**src/rtl/mem_wb_writeback.sv**
```systemverilog
// MEM/WB pipeline register and write-back select: registers the memory-stage result,
// drives the register-file write port, and tracks halt and retired-instruction count.
module mem_wb_writeback #(
  parameter int NB_DATA  = 32,
  parameter int NB_ADDR  = 5,
  parameter int NB_COUNT = 32,
  parameter int LINK_REG = 31
) (
  input  logic                clk,
  input  logic                i_reset,
  input  logic                i_enable,
  input  logic                i_flush,
  input  logic                i_valid,
  input  logic [NB_DATA-1:0]  i_output_mem,
  input  logic [NB_DATA-1:0]  i_ALU_res,
  input  logic [NB_ADDR-1:0]  i_addr_reg_dst,
  input  logic [NB_DATA-1:0]  i_pc_to_reg,
  input  logic                is_select_addr_reg,
  input  logic                is_write_pc,
  input  logic                is_RegWrite,
  input  logic                is_MemtoReg,
  input  logic                is_halt,
  output logic [NB_DATA-1:0]  o_wb_data,
  output logic [NB_ADDR-1:0]  o_wb_addr,
  output logic                os_wb_RegWrite,
  output logic                o_valid,
  output logic                os_halt,
  output logic [NB_COUNT-1:0] o_retired_count
);

  // Link value beats load data, which beats the ALU result.
  function automatic logic [NB_DATA-1:0] sel_wb_data(
    input logic               write_pc,
    input logic               mem_to_reg,
    input logic [NB_DATA-1:0] pc_val,
    input logic [NB_DATA-1:0] mem_val,
    input logic [NB_DATA-1:0] alu_val
  );
    if (write_pc)        return pc_val;
    else if (mem_to_reg) return mem_val;
    else                 return alu_val;
  endfunction

  function automatic logic [NB_ADDR-1:0] sel_wb_addr(
    input logic               select_link,
    input logic [NB_ADDR-1:0] dst
  );
    return select_link ? NB_ADDR'(LINK_REG) : dst;
  endfunction

  logic [NB_DATA-1:0]  wb_data_p1;
  logic [NB_ADDR-1:0]  wb_addr_p1;
  logic                we_p1;
  logic                vld_p1;
  logic                halt_p1;
  logic [NB_COUNT-1:0] count_p1;

  logic [NB_ADDR-1:0]  addr_p0;
  logic [NB_DATA-1:0]  data_p0;
  logic                we_p0;
  logic                adv;

  assign adv     = i_enable & ~halt_p1;
  assign addr_p0 = sel_wb_addr(is_select_addr_reg, i_addr_reg_dst);
  assign data_p0 = sel_wb_data(is_write_pc, is_MemtoReg, i_pc_to_reg, i_output_mem, i_ALU_res);
  // HALT and writes to r0 never reach the register file.
  assign we_p0   = i_valid & is_RegWrite & ~is_halt & (addr_p0 != '0);

  // ---- p0 -> p1: MEM/WB register ----
  always_ff @(posedge clk) begin
    if (i_reset) begin
      wb_data_p1 <= '0;
      wb_addr_p1 <= '0;
      we_p1      <= 1'b0;
      vld_p1     <= 1'b0;
      halt_p1    <= 1'b0;
      count_p1   <= '0;
    end else if (adv) begin
      if (i_flush) begin
        wb_data_p1 <= '0;
        wb_addr_p1 <= '0;
        we_p1      <= 1'b0;
        vld_p1     <= 1'b0;
      end else begin
        wb_data_p1 <= data_p0;
        wb_addr_p1 <= addr_p0;
        we_p1      <= we_p0;
        vld_p1     <= i_valid;
        if (i_valid) begin
          count_p1 <= count_p1 + 1'b1;
          if (is_halt) halt_p1 <= 1'b1;
        end
      end
    end
  end

  assign o_wb_data       = wb_data_p1;
  assign o_wb_addr       = wb_addr_p1;
  assign os_wb_RegWrite  = we_p1;
  assign o_valid         = vld_p1;
  assign os_halt         = halt_p1;
  assign o_retired_count = count_p1;

endmodule

```
**config.mk**
```make
export PLATFORM = sky130hd
export DESIGN_NAME = mem_wb_writeback
export DESIGN_NICKNAME = d
export VERILOG_FILES = /design/src/rtl/mem_wb_writeback.sv
export SDC_FILE = /design/constraint.sdc
export NUM_CORES = 1
export LEC_CHECK = 0
export CAP_MARGIN = 10
export CORE_ASPECT_RATIO = 0.75
export CORE_MARGIN = 2
export CORE_UTILIZATION = 44
export CTS_BUF_LIST = sky130_fd_sc_hd__clkbuf_8
export DETAILED_ROUTE_END_ITERATION = 16
export HOLD_SLACK_MARGIN = 0.06
export PLACE_DENSITY = 0.88
export SLEW_MARGIN = 10
export SYNTH_ARGS = -nofsm -noshare
export SYNTH_HDL_FRONTEND = slang
export SYNTH_SLANG_ARGS = --single-unit
```
**constraint.sdc**
```tcl
create_clock -name clk -period 2.8 [get_ports clk]
set_input_delay 0.7 -clock clk [delete_from_list [all_inputs] [get_ports clk]]
set_output_delay 0.7 -clock clk [all_outputs]
set_load 0.005 [all_outputs]
```
* After elaboration in Yosys (flattened, before gate mapping) *
Index checks and enable logic that the tools add are counted.

storage, ports and cells
  register bits = 72
  bits of input ports = 111
  output and inout bits = 72

operators by class
  multiplexer cells = 7
  reductions and logical operators = 3
  bitwise logic cells = 7
  add/subtract/negate cells = 1

operator list
  operator                                                          number
  32-bit two-way mux                                                3
  32-bit by 1-bit adder with 32-bit output (second input constant)  1
  5-bit two-way mux                                                 2
  5-bit nonzero test                                                1
  1-bit AND                                                         4
  4-bit AND reduction                                               1
  1-bit inverter                                                    3
  3-bit AND reduction                                               1
  1-bit two-way mux                                                 2

* Depth between registers and ports, before layout *
Gate-level depths: netlist of run 1.

  word-level depth = 4
  gate-level depth with buffers = 7
  gate-level depth less buffers = 6

* Least setup slack after synthesis of run 1 *
Ideal clock, no wire load.

  path type = input to register
  from = input i_flush
  to = register count_p1[20], in the netlist o_retired_count[20]
  buffers on the path = 2
  required time = 2.672 ns
  arrival = 1.842 ns
  cell stages on the path = 7
  path slack = 0.830 ns
  library setup time = 0.128 ns
  cell sequence = and4bb_1 > buf_2 > and4_1 > buf_2 > nand4_1 > xor2_1 > nor2_1

on the way
  longest elaborated chain between the ends = 2

ends and longest elaborated chain
  element                        line  text
  from (decl)                    12    input logic i_flush,
  1-bit inverter (no line)       n/a
  3-bit AND reduction (no line)  n/a
  to (signal assigned)           90    count_p1 <= count_p1 + 1'b1;
  to (decl)                      56    logic [NB_COUNT-1:0] count_p1;

No other way between the ends.
A chain may end at the register's enable or synchronous reset.

* Worst setup path after layout of run 1 *
  from = input i_flush
  to = register count_p1[31], in the netlist o_retired_count[31]

Same word-level chain as after synthesis.

==> flow_summary_export.csv, run 1 <==
group,metric,value,unit
clock_tree,cts_made_buffers,9,
setup_path,cp_data_arrival_time,2.60,ns
setup_path,startpoint,"i_flush",
pwr,ir_drop,312,µV
clock_tree,tritoncts,"built",
clock_tree,clkLatencyLatePin,0.34,ns
floorplan,design.die.area,8540,µm²
placed_design,dp_hpwl,8150,µm
setup_path,critPathRequiredTime,3.07,ns
setup_path,r2r_slack,0.57,ns
run_status,outcome,"complete, no violations",
sta,period_minus_slack,2.33,ns
sta,slew_headroom,0.468,
logic_synthesis,synthDistinctLibCells,29,
sta,finClkSkew,0.0140,ns
placed_design,place_congestion,0.838,
detailed_routing,drtPass1Iterations,5,
pwr,combinationalPowerShare,0.161,
floorplan,die_w,106,µm
clock_tree,clock-sinks,72,
clock_tree,cts_resized,0,
layout,nets,710,
layout,area_growth,62.7,%
sta,finalHoldViolCount,0,
pwr,power.density,433,nW/µm²
sta,setup_violations,0,
layout,antenna_cells,0,
logic_synthesis,yosysWarnings,0,
clock_tree,cts_root_buf,"clkbuf_8",
layout,layout-drive-gt1-share,0.0547,
detailed_routing,drc_errors,0,
setup_path,cp-start-kind,"input port",
floorplan,die_h,80.5,µm
pwr,power.switching,0.552,mW
logic_synthesis,ys_ff_latch,72,
setup_path,reg2reg_depth,5,
pwr,p_leak,2.13,nW
detailed_routing,dr.max_layer_used,"met4",
setup_path,cp_max_fo,9,
pwr,internal_power,1.87,mW
setup_path,cpPeakStageDelay,0.45,ns
logic_synthesis,yosys.area_share.xor_xnor,0.0612,
global_route,antenna_found_initial,0,
setup_path,timing.rr.start,"o_retired_count[11]$_SDFFE_PP0P_",
logic_synthesis,syn-cell-area,3440,µm²
detailed_routing,wl_met3,940,µm
setup_path,worstSetupPathType,"input port to register",
logic_synthesis,synth_compound_area_frac,0.150,
logic_synthesis,synth_top_family_by_area,"simple AND/OR/NAND/NOR gates",
sta,slew_violations,0,
floorplan,rows,27,
global_route,grt_usage,0.253,
clock_tree,clk_pin_slew_worst_paths,0.07,ns
setup_path,cp_slowest_cell,"or3_1",
layout,post-route-util,0.749,
detailed_routing,ant_nets,0,
pwr,clkPwrFrac,0.399,
placed_design,place_area,5350,µm²
sta,finalSetupTns,0,ns
detailed_routing,vias,3789,
setup_path,cp_cell_sequence,"clkdlybuf4s50_1, and4bb_1, and4_1, nand4_2, or3_1, a21oi_1",
floorplan,core,7470,µm²
sta,tightestPinTransition,0.791,ns
logic_synthesis,synthAdderAreaFrac,0.00364,
hold_path,hold_path.class,"register to register",
detailed_routing,drt-vias-per-instance,5.38,
pwr,seq_power_share,0.440,
floorplan,initial_core_util,0.460,
global_route,grt_max_degree,45,
clock_tree,clk_path_buf_depth,2,
sta,clock.fmax,429,MHz
logic_synthesis,synthSimpleGateAreaFrac,0.231,
logic_synthesis,postSynthAreaPerCell,8.09,µm²
job,maxCapViolCount,0,
setup_path,reg2reg_to,"o_retired_count[31]$_SDFFE_PP0P_",
setup_path,end_kind,"register",
setup_path,crit_end,"o_retired_count[31]$_SDFFE_PP0P_",
clock_tree,post-cts-setup-buffer-count,0,
logic_synthesis,synth_cells,425,
clock_tree,htreeDepth,3,
logic_synthesis,ys_seq_area_frac,0.419,
detailed_routing,drt-met1-wl,4250,µm
global_route,globalRouteOverflowTotal,0,
pwr,sw_frac_of_total,0.228,
detailed_routing,wl_met2,5470,µm
layout,final_cell_area,5590,µm²
detailed_routing,first_iter_violations,173,
logic_synthesis,synth_nets,537,
logic_synthesis,synth_mux_area_frac,0.0961,
floorplan,pin_count,183,
detailed_routing,avgRoutedWirePerCell,15.4,µm
placed_design,io_buffer_count,182,
global_route,grt_pass1_wl,17200,µm
global_route,grt_pass1_vias,3734,
sta,rsz0062_at_grt,"false",
sta,period_share,0.833,
clock_tree,postCtsHoldBufs,0,
detailed_routing,drt_wl_total,10900,µm
## metal layers
metal | global-route usage | vias up
met5 | 0 | -
met4 | 0.0868 | 0
met2 | 0.481 | 193
met3 | 0.0706 | 29
li1 | - | 1830
met1 | 0.272 | 1737
## synthesized netlist by cell type
cell / number / area (µm²)
xnor2_1: 7 / 61.3
buf_4: 1 / 7.51
inv_1: 3 / 11.3
and4bb_1: 1 / 12.5
a41o_1: 1 / 10.0
or3_1: 6 / 37.5
and3_1: 4 / 25.0
mux2i_1: 33 / 330
o21ai_0: 38 / 190
a21oi_1: 15 / 75.1
xor2_1: 17 / 149
a22oi_1: 32 / 240
and4_1: 3 / 26.3
buf_1: 2 / 7.51
nand2_1: 48 / 180
nand2b_1: 1 / 6.26
ha_1: 1 / 12.5
clkbuf_1: 22 / 82.6
nand4_1: 10 / 62.6
nor2_1: 76 / 285
nand4_2: 1 / 12.5
and2_1: 1 / 6.26
nor4_1: 2 / 12.5
nand3_1: 12 / 60.1
buf_2: 5 / 25.0
nor3_1: 9 / 45.0
nor4_2: 1 / 12.5
nand4b_1: 1 / 8.76
dfxtp_1: 72 / 1440
## kinds of logic (layout without fill, tap and decap cells)
group                      count (synthesis)  count (layout)
xor gates and xnor gates                  24              24
buffers and inverters                     33             211
muxes                                     33              33
and+or+nand+nor                          176             176
adders and majority gates                  1               1
AOI/OAI and AO/OA                         86              86
DFF                                       72              72
## power by group through the flow
| stage | Sequential (mW) | Clock (mW) | Combinational [mW] |
|---|---|---|---|
| 3_5_place_dp | 1.09 | 0 | 0.390 |
| 5_1_grt | 1.07 | 1.02 | 0.422 |
| 2_1_floorplan | 1.09 | 0 | 0.143 |
| 4_1_cts | 1.06 | 0.971 | 0.393 |
| 3_3_place_gp | 1.09 | 0 | 0.381 |
| 6_report | 1.06 | 0.965 | 0.391 |
## worst min path at each step
stage / from / to / slack (ns) / depth (start not counted)
after floorplan: os_wb_RegWrite$_SDFFE_PP0P_ / os_wb_RegWrite$_SDFFE_PP0P_ / 0.45 / 2
after global placement: os_wb_RegWrite$_SDFFE_PP0P_ / os_wb_RegWrite$_SDFFE_PP0P_ / 0.46 / 2
after detailed placement: os_wb_RegWrite$_SDFFE_PP0P_ / os_wb_RegWrite$_SDFFE_PP0P_ / 0.46 / 2
after CTS: os_wb_RegWrite$_SDFFE_PP0P_ / os_wb_RegWrite$_SDFFE_PP0P_ / 0.47 / 2
after global routing: os_wb_RegWrite$_SDFFE_PP0P_ / os_wb_RegWrite$_SDFFE_PP0P_ / 0.52 / 2
final: os_wb_RegWrite$_SDFFE_PP0P_ / os_wb_RegWrite$_SDFFE_PP0P_ / 0.48 / 2
## stage by stage
step	hold WS, ns	worst slack, ns	instances	power [mW]
5_1_grt	0.524	0.389	704	2.51
3_5_place_dp	0.458	0.153	688	1.48
4_1_cts	0.472	0.477	704	2.43
2_1_floorplan	0.448	0.830	425	1.23
3_3_place_gp	0.457	0.230	688	1.47
6_report	0.479	0.469	704	2.42
## placed cells by master (no fill, tap or decap), types with 2 or more instances in the layout
cell type,count
a21oi_1,15
or3_1,6
buf_2,3
and3_1,4
inv_1,3
nor3_1,9
buf_4,8
nand3_1,12
nand2_1,48
o21ai_0,38
xnor2_1,7
clkdlybuf4s50_1,179
mux2i_1,33
bufinv_16,2
nand4_1,10
dfxtp_1,72
buf_12,2
xor2_1,17
a22oi_1,32
and4_1,3
nor2_1,75
clkbuf_8,12
nor4_1,2
## critical path, delay by kind of cell
kind,cells,cell delay (ns)
AOI/OAI and AO/OA,1,0.16
and+or+nand+nor,4,1.31
buffers and inverters,1,0.43
## cell type report
cell class | count | area [µm²]
Clock buffer | 12 | 165
Multi-Input combinational cell | 320 | 1870
Timing Repair Buffer | 192 | 1910
Fill cell | 556 | 1870
Sequential cell | 72 | 1440
Clock inverter | 4 | 73.8
Inverter | 3 | 11.3
Tap cell | 101 | 126
## state kept, by name, indices dropped and copies added, names as in the netlist
name and cells:
os_wb_RegWrite 1, o_valid 1, o_wb_data 32, o_retired_count 32
os_halt 1, o_wb_addr 5
Note: power is estimated with default switching activity, not from simulation.
==> run 2: changes to the inputs <==
CORE_UTILIZATION = 37   (was 44)
PLACE_DENSITY = 0.78   (was 0.88)
clock period = 1.9 ns   (was 2.8 ns; I/O delays follow)
==> flow_summary_export.csv, run 2 (same netlist as run 1, synthesis figures left out) <==
group,metric,value,unit
sta,finClkSkew,0.0103,ns
layout,layoutNonFillerInstCount,743,
layout,nets,722,
sta,tightestPinTransition,0.358,ns
sta,slew_headroom,0.760,
layout,antenna_cells,0,
pwr,ir_drop,350,µV
setup_path,reg2reg_to,"o_retired_count[23]$_SDFFE_PP0P_",
placed_design,io_buffer_count,182,
detailed_routing,ant_nets,0,
floorplan,core,9050,µm²
sta,finalHoldViolCount,0,
sta,period_minus_slack,1.83,ns
placed_design,place_congestion,0.831,
floorplan,design.die.area,10100,µm²
detailed_routing,drt_wl_total,10300,µm
sta,clock.fmax,547,MHz
setup_path,end_kind,"register",
layout,final_cell_area,5760,µm²
sta,period_share,0.961,
detailed_routing,drc_errors,0,
detailed_routing,drtPass1Iterations,4,
global_route,antenna_found_initial,0,
detailed_routing,vias,3713,
placed_design,place_area,5490,µm²
floorplan,pin_count,183,
run_status,outcome,"complete, no violations",
setup_path,timing.rr.start,"o_retired_count[6]$_SDFFE_PP0P_",
global_route,grt_pass1_vias,3617,
pwr,p_total,3.33,mW
clock_tree,clkLatencyLatePin,0.33,ns
layout,final_cell_mix,"clkdlybuf4s50_1, nor2_1, dfxtp_1, nand2_1, o21ai_0",
layout,area_growth,67.5,%
clock_tree,clk_pin_slew_worst_paths,0.08,ns
global_route,grt_pass1_wl,16700,µm
clock_tree,cts_made_buffers,9,
global_route,globalRouteOverflowTotal,0,
hold_path,hold_path.class,"register to register",
clock_tree,clk_path_buf_depth,2,
global_route,grt_usage,0.205,
job,maxCapViolCount,0,
setup_path,cp_data_arrival_time,2.08,ns
floorplan,initial_core_util,0.380,
layout,layout-drive-gt1-share,0.0829,
global_route,grt_max_degree,65,
placed_design,dp_slack,-0.487,ns
pwr,power.density,579,nW/µm²
floorplan,die_h,87.5,µm
sta,setup_violations,0,
hold_path,min_path_cells,2,
clock_tree,clock-sinks,72,
detailed_routing,avgRoutedWirePerCell,13.8,µm
placed_design,dp.cells,722,
setup_path,critPathRequiredTime,2.16,ns
clock_tree,tritoncts,"built",
setup_path,cp_max_fo,7,
setup_path,worstSetupPathType,"input port to register",
hold_path,whs_endpoint,"os_wb_RegWrite$_SDFFE_PP0P_",
floorplan,rows,30,
layout,layout_commonest_cell,"clkdlybuf4s50_1",
detailed_routing,drt-vias-per-instance,5.00,
clock_tree,cts_root_buf,"clkbuf_8",
floorplan,die_w,115,µm
sta,slew_violations,0,
sta,finalSetupTns,0,ns
setup_path,cp-start-kind,"input port",
pwr,p_leak,2.20,nW
hold_path,min_from,"os_wb_RegWrite$_SDFFE_PP0P_",
clock_tree,htreeDepth,3,
sta,setup_ws,0.0734,ns
layout,fillCellCount,765,
setup_path,reg2reg_depth,5,
placed_design,dp_hpwl,7820,µm
sta,rsz0062_at_grt,"false",
setup_path,r2r_slack,0.25,ns
detailed_routing,first_iter_violations,185,
## run 2: cell types whose count changed in the layout (fill, tap and decap cells not counted), sizes merged, moves of 2 or more
cell	previous run	this run
clkinv	1	4
clkinvlp	0	2
buf	13	25
clkbuf	12	9
## run 2: power breakdown
part / internal, mW / switching [mW] / leakage [nW]
sequential: 1.55 / 0.0210 / 0.584
combinational: 0.370 / 0.217 / 1.52
clock: 0.606 / 0.576 / 0.0952
total: 2.52 / 0.814 / 2.20
## run 2: cell type report
type | instances | area [µm²] | share of cell area
timing repair buffer | 204 | 2050 | 0.357
multi-input combinational | 320 | 1890 | 0.329
sequential | 72 | 1440 | 0.251
tap | 128 | 160 | 0.0278
clock buffer | 9 | 124 | 0.0215
clock inverter | 7 | 72.6 | 0.0126
inverter | 3 | 11.3 | 0.00196
## run 2: worst max-delay path, cell delays in order
cell	delay, ns
clkdlybuf4s50_1	0.47
and4bb_1	0.25
and4_4	0.29
nand4_4	0.11
or3_1	0.36
a21oi_1	0.12
## run 2: layer usage
layer | global-route usage | up-vias | share of wire
met5 | 0 | - | 0
met4 | 0.0570 | 0 | 0.014
met3 | 0.0557 | 12 | 0.073
met2 | 0.366 | 124 | 0.49
met1 | 0.242 | 1722 | 0.42
li1 | - | 1855 | -
## run 2: repair_timing
item                       4_1_cts  5_1_grt
hold buffers                     0        0
buffers inserted                 1        4
gates resized for setup          4        6
setup endpoints to repair        9       16
pin swaps                        2        6
## run 2: how the worst max path moves through the flow
stage | cells after the start | startpoint | to | slack (ns)
2_1_floorplan | 7 | i_flush | o_retired_count[20]$_SDFFE_PP0P_ | 0.16
3_3_place_gp | 6 | i_flush | o_retired_count[31]$_SDFFE_PP0P_ | -0.45
3_5_place_dp | 6 | i_flush | o_retired_count[31]$_SDFFE_PP0P_ | -0.49
4_1_cts | 6 | i_flush | o_retired_count[31]$_SDFFE_PP0P_ | 0.006
5_1_grt | 6 | i_enable | o_retired_count[23]$_SDFFE_PP0P_ | 0.02
6_report | 6 | i_enable | o_retired_count[23]$_SDFFE_PP0P_ | 0.07
## run 2: stage by stage
step | utilization | hold slack [ns]
after detailed placement | 0.607 | 0.445
after global placement | 0.607 | 0.440
after floorplan | - | 0.448
after CTS | 0.631 | 0.457
after global routing | 0.637 | 0.484
final | 0.637 | 0.456
